<file path="config.mk">
export PLATFORM = sky130hd
export DESIGN_NAME = mem_port_arbiter
export DESIGN_NICKNAME = d
export VERILOG_FILES = /design/src/rtl/riscv_mem_pkg.sv /design/src/rtl/arb_starve_ctr.sv /design/src/rtl/mem_port_arbiter.sv
export SDC_FILE = /design/constraint.sdc
export NUM_CORES = 1
export LEC_CHECK = 0
export ABC_AREA = 1
export CAP_MARGIN = 20
export CELL_PAD_IN_SITES_DETAIL_PLACEMENT = 1
export CELL_PAD_IN_SITES_GLOBAL_PLACEMENT = 1
export CORE_MARGIN = 2
export CORE_UTILIZATION = 25
export DETAILED_ROUTE_END_ITERATION = 6
export HOLD_SLACK_MARGIN = 0.08
export PLACE_DENSITY_LB_ADDON = 0.1
export REMOVE_ABC_BUFFERS = 1
export SYNTH_ARGS = -nofsm -noshare
export SYNTH_HDL_FRONTEND = slang
export SYNTH_SLANG_ARGS = --single-unit
</file>
<file path="constraint.sdc">
create_clock -name clk -period 2.08 [get_ports clk]
set_input_delay 0.416 -clock clk [delete_from_list [all_inputs] [get_ports clk]]
set_output_delay 0.416 -clock clk [all_outputs]
set_load 0.005 [all_outputs]
</file>
<file path="src/rtl/riscv_mem_pkg.sv">
// riscv_mem_pkg: shared types for the core's memory-port arbiter
package riscv_mem_pkg;
  localparam int XLEN = 32;
  localparam int BE_W = XLEN / 8;
  typedef enum logic [1:0] {IDLE, REQ, RSP} arb_state_e;
  typedef enum logic {OWN_IF, OWN_LS} owner_e;
  typedef struct packed {
    logic [XLEN-1:0] addr;
    logic            we;
    logic [BE_W-1:0] be;
    logic [XLEN-1:0] wdata;
  } mem_req_t;
endpackage

</file>
<file path="src/rtl/arb_starve_ctr.sv">
// arb_starve_ctr: counts LS grants taken while IF waits and forces an IF grant at the limit
module arb_starve_ctr #(
  parameter int STARVE_MAX = 4
) (
  input  logic clk,
  input  logic rst_n,
  input  logic ls_grant,
  input  logic if_grant,
  input  logic if_pending,
  output logic force_if
);
  localparam int CW = $clog2(STARVE_MAX + 1);
  logic [CW-1:0] cnt_q, cnt_d;
  // clear on IF grant or when IF is not waiting, otherwise count LS grants up to the limit
  always_comb begin
    cnt_d = (if_grant || !if_pending) ? '0 :
            (ls_grant && cnt_q != CW'(STARVE_MAX)) ? cnt_q + 1'b1 : cnt_q;
  end
  assign force_if = if_pending && cnt_q == CW'(STARVE_MAX);
  // counter register
  always_ff @(posedge clk or negedge rst_n) begin
    if (!rst_n) cnt_q <= '0;
    else cnt_q <= cnt_d;
  end
endmodule

</file>
<file path="src/rtl/mem_port_arbiter.sv">
// mem_port_arbiter: shares one memory port between fetch and load/store, LS first;
// define ARB_STARVE_GUARD_EN to add the IF starvation guard.
module mem_port_arbiter
  import riscv_mem_pkg::*;
#(
  parameter int ADDR_W     = 32,
  parameter int DATA_W     = 32,
  parameter int STARVE_MAX = 4
) (
  input  logic                clk,
  input  logic                rst_n,
  input  logic                if_req_valid,
  output logic                if_req_ready,
  input  logic [ADDR_W-1:0]   if_addr,
  output logic                if_rsp_valid,
  output logic [DATA_W-1:0]   if_rsp_data,
  input  logic                ls_req_valid,
  output logic                ls_req_ready,
  input  logic [ADDR_W-1:0]   ls_addr,
  input  logic                ls_we,
  input  logic [DATA_W/8-1:0] ls_be,
  input  logic [DATA_W-1:0]   ls_wdata,
  output logic                ls_rsp_valid,
  output logic [DATA_W-1:0]   ls_rsp_data,
  output logic                mem_req_valid,
  input  logic                mem_req_ready,
  output logic [ADDR_W-1:0]   mem_addr,
  output logic                mem_we,
  output logic [DATA_W/8-1:0] mem_be,
  output logic [DATA_W-1:0]   mem_wdata,
  input  logic                mem_rsp_valid,
  input  logic [DATA_W-1:0]   mem_rsp_data
);
  arb_state_e state_q, state_d;
  owner_e     owner_q, owner_d;
  mem_req_t   req_q, req_d;
  logic idle, force_if, grant_ls, grant_if, rsp_hit;

  assign idle = state_q == IDLE;

`ifdef ARB_STARVE_GUARD_EN
  // outside IDLE IF is treated as pending so the counter only clears on an idle cycle without IF
  arb_starve_ctr #(.STARVE_MAX(STARVE_MAX)) u_starve (
    .clk        (clk),
    .rst_n      (rst_n),
    .ls_grant   (ls_req_ready),
    .if_grant   (if_req_ready),
    .if_pending (if_req_valid || !idle),
    .force_if   (force_if)
  );
`else
  // strict LS priority; the comparison is always false and keeps STARVE_MAX referenced
  assign force_if = STARVE_MAX < 0;
`endif

  assign grant_ls      = ls_req_valid && !force_if;
  assign grant_if      = if_req_valid && (!ls_req_valid || force_if);
  assign ls_req_ready  = rst_n && idle && grant_ls;
  assign if_req_ready  = rst_n && idle && grant_if;
  assign rsp_hit       = rst_n && state_q == RSP && mem_rsp_valid;
  assign if_rsp_valid  = rsp_hit && owner_q == OWN_IF;
  assign ls_rsp_valid  = rsp_hit && owner_q == OWN_LS;
  assign if_rsp_data   = mem_rsp_data;
  assign ls_rsp_data   = mem_rsp_data;
  assign mem_req_valid = state_q == REQ;
  assign mem_addr      = req_q.addr;
  assign mem_we        = req_q.we;
  assign mem_be        = req_q.be;
  assign mem_wdata     = req_q.wdata;

  // accept in IDLE, issue in REQ, wait for the single response in RSP
  always_comb begin
    state_d = state_q;
    owner_d = owner_q;
    req_d   = req_q;
    if (idle && (grant_ls || grant_if)) begin
      state_d = REQ;
      owner_d = grant_ls ? OWN_LS : OWN_IF;
      req_d   = grant_ls ? mem_req_t'{addr: ls_addr, we: ls_we, be: ls_be, wdata: ls_wdata}
                         : mem_req_t'{addr: if_addr, we: 1'b0, be: '1, wdata: '0};
    end else if (state_q == REQ && mem_req_ready) begin
      state_d = RSP;
    end else if (state_q == RSP && mem_rsp_valid) begin
      state_d = IDLE;
    end
  end

  // state, owner and latched request registers
  always_ff @(posedge clk or negedge rst_n) begin
    if (!rst_n) begin
      state_q <= IDLE;
      owner_q <= OWN_IF;
      req_q   <= '0;
    end else begin
      state_q <= state_d;
      owner_q <= owner_d;
      req_q   <= req_d;
    end
  end
endmodule

</file>
==> results.toml <==
[routing]
met2WireLength_mm = 5.12
m1WireLength_mm = 6.49
vias = 3519
drt_first_pass_iters = 4
top_layer = "met5"
drt-total-wl_mm = 14.0
wl_met3_mm = 2.11
drtIter0Drc = 161
drc = 0
ant_nets = 0
via_per_inst = 4.36
wl_per_cell_um = 17.4

[cts]
cts_buffer_depth = 2
cts_root_buf = "clkbuf_16"
clk_pin_slew_worst_paths_ps = 60
tritoncts = "yes"
cts_max_level = 3
cts_sinks = 72
numCtsBuffers = 9
clk_latency_ps = 330

[floorplan]
io_pins = 277
fp.coreArea_sq_um = 15100
chipWidth_um = 128
die_area_sq_um = 16300
rows = 45
start_util_pct = 25.4
fp.dieH_um = 128

[power]
p_leak_uw = 0.00281
combPwrFrac_pct = 43.7
power_frac_clock_pct = 21.1
powerDensity_nw_per_um2 = 1210
p_sw_share_pct = 33.3
p_switching_uw = 2250
seqPwrFrac_pct = 35.2
irDropWorstVdd_mv = 0.354
cellInternalPower_uw = 4500

[critical_path]
cp.required_ps = 1660
path_common_cell = "clkdlybuf4s50_1"
slowest_stage = "clkdlybuf4s50_1"
cp-end-kind = "primary output"
arrival_ps = 1650
r2r_start = "state_q[1]"
crit_start = "mem_rsp_valid"
crit_fanout = 2
cp_slowest_stage_delay_ps = 500
path_cells = "clkdlybuf4s50_1 -> nand4_1 -> nor2_1 -> clkdlybuf4s50_1"
start_kind = "primary input"
path_class = "primary input to primary output"

[synthesis]
syn_area_per_cell_sq_um = 7.68
post_synth_num_cell_types = 15
synth_seq_cells = 72
ys_warn_count = 0
syn_area_sq_um = 3830
seq_area_frac_synth_pct = 47.0
netlist_instances = 499

[final_layout]
final_area_sq_um = 5600
final_cell_mix = "nand2_1, clkdlybuf4s50_1, dfrtp_1"
drive_gt1_share_pct = 6.14
nNetsFinal = 753
final_common_cell = "nand2_1"
area_delta_synth_final_pct = 46.1
diodes = 0

[sta]
setup_violations = 0
slew_headroom_pct = 48.6
fin_skew_ps = 6.73
tightest_slew_ps = 769
drv_slew = 0
whs_ps = 130
fmax_ghz = 0.484
hold_violations = 0
min_period_ps = 2060
min_period_over_period_pct = 99.2
setup_ws_ps = 15.8

[grt]
grt_pass1_vias = 3594
grt_pass1_wl_mm = 21.0
grt_overflow = 0
grt_use_total_pct = 17.1
antenna_found_initial = 0
grt_max_degree = 52

[placed_design]
gp_congestion = 0.687
pre_cts_ws_ps = -0.549
place_area_sq_um = 5310
hpwl_mm = 10.5
port_buffers = 180

[run]
cap_violations = 0

[outcome]
status = "complete, no violations"

[min_path]
hp-class = "primary input to asynchronous set/reset pin"
==> Yosys cell counts (all sizes together) <==
master	count	area, sq um
nand2	281	1070
buf	86	664
dfrtp	72	1800
nand3	37	185
inv	10	40.0
nor2	7	41.3
clkbuf	3	11.3
nand4	1	6.26
nor3	1	5.00
o21ai	1	5.00
==> final timing paths <==
| check | slack (ps) | endpoint | cells after the start |
|---|---|---|---|
| worst min register to register | 470 | mem_wdata[22] | 2 |
| worst min-delay path | 130 | state_q[1] | 2 |
| max in group asynchronous | 1400 | mem_addr[1] | 2 |
| min in group clk | 470 | mem_wdata[22] | 2 |
| worst max-delay path | 20 | ls_rsp_valid | 4 |
| worst max register to register | 410 | mem_wdata[23] | 6 |
==> through the flow <==
step	power (uW)	std cells	utilization [%]	setup TNS, ps
finish	6750	807	37.1	0
detailed placement	5420	790	35.2	-0.549
floorplan	3380	410	-	0
CTS	6900	806	37.0	0
global route	7290	807	37.1	-15.7
global placement	5370	790	35.2	0
==> layout make-up <==
class,instances,area (sq um)
Timing Repair Buffer,193,1930
Sequential cell,72,1800
Fill cell,1816,9490
Clock buffer,10,239
Tap cell,188,235
Inverter,10,40.0
Clock inverter,6,35.0
Multi-Input combinational cell,328,1310
==> cells by family (layout without fill, tap and decap cells) <==
family	after synthesis	count (layout)	share of synthesized area, %
DFF	72	72	47.0
buffers and inverters	99	219	18.7
AOI/OAI and AO/OA	1	1	0.131
and+or+nand+nor	327	327	34.1
==> power groups by stage <==
stage	combinational, uW	clock, uW	sequential, uW
floorplan	962	0	2420
global placement	2990	0	2380
detailed placement	3020	0	2400
CTS	3030	1480	2390
global route	3300	1520	2470
finish	2950	1420	2380
==> worst max-delay path: cells and delay by family <==
| family | cells | cell delay (ps) |
|---|---|---|
| AND/OR/NAND/NOR | 2 | 230 |
| buffers and inverters | 2 | 990 |
==> flip-flops by register name (all words and copies together) (netlist names) <==
| register | flops |
|---|---|
| mem_addr | 32 |
| mem_be | 4 |
| mem_wdata | 32 |
| mem_we | 1 |
| owner_q | 1 |
| state_q | 2 |
==> timing repair <==
action                                 CTS  global route
buffers inserted                         0             1
pin swaps                                0             1
hold buffers                             0             0
setup endpoints to repair                1             2
endpoints found under the hold margin    0             0
gates resized for setup                  1             3
==> metal layers <==
layer	track usage (%)	vias up
li1	-	1683
met1	23.0	1598
met2	21.0	215
met3	11.5	18
met4	4.98	5
met5	7.74	-
Power figures use the tool's default switching activity.
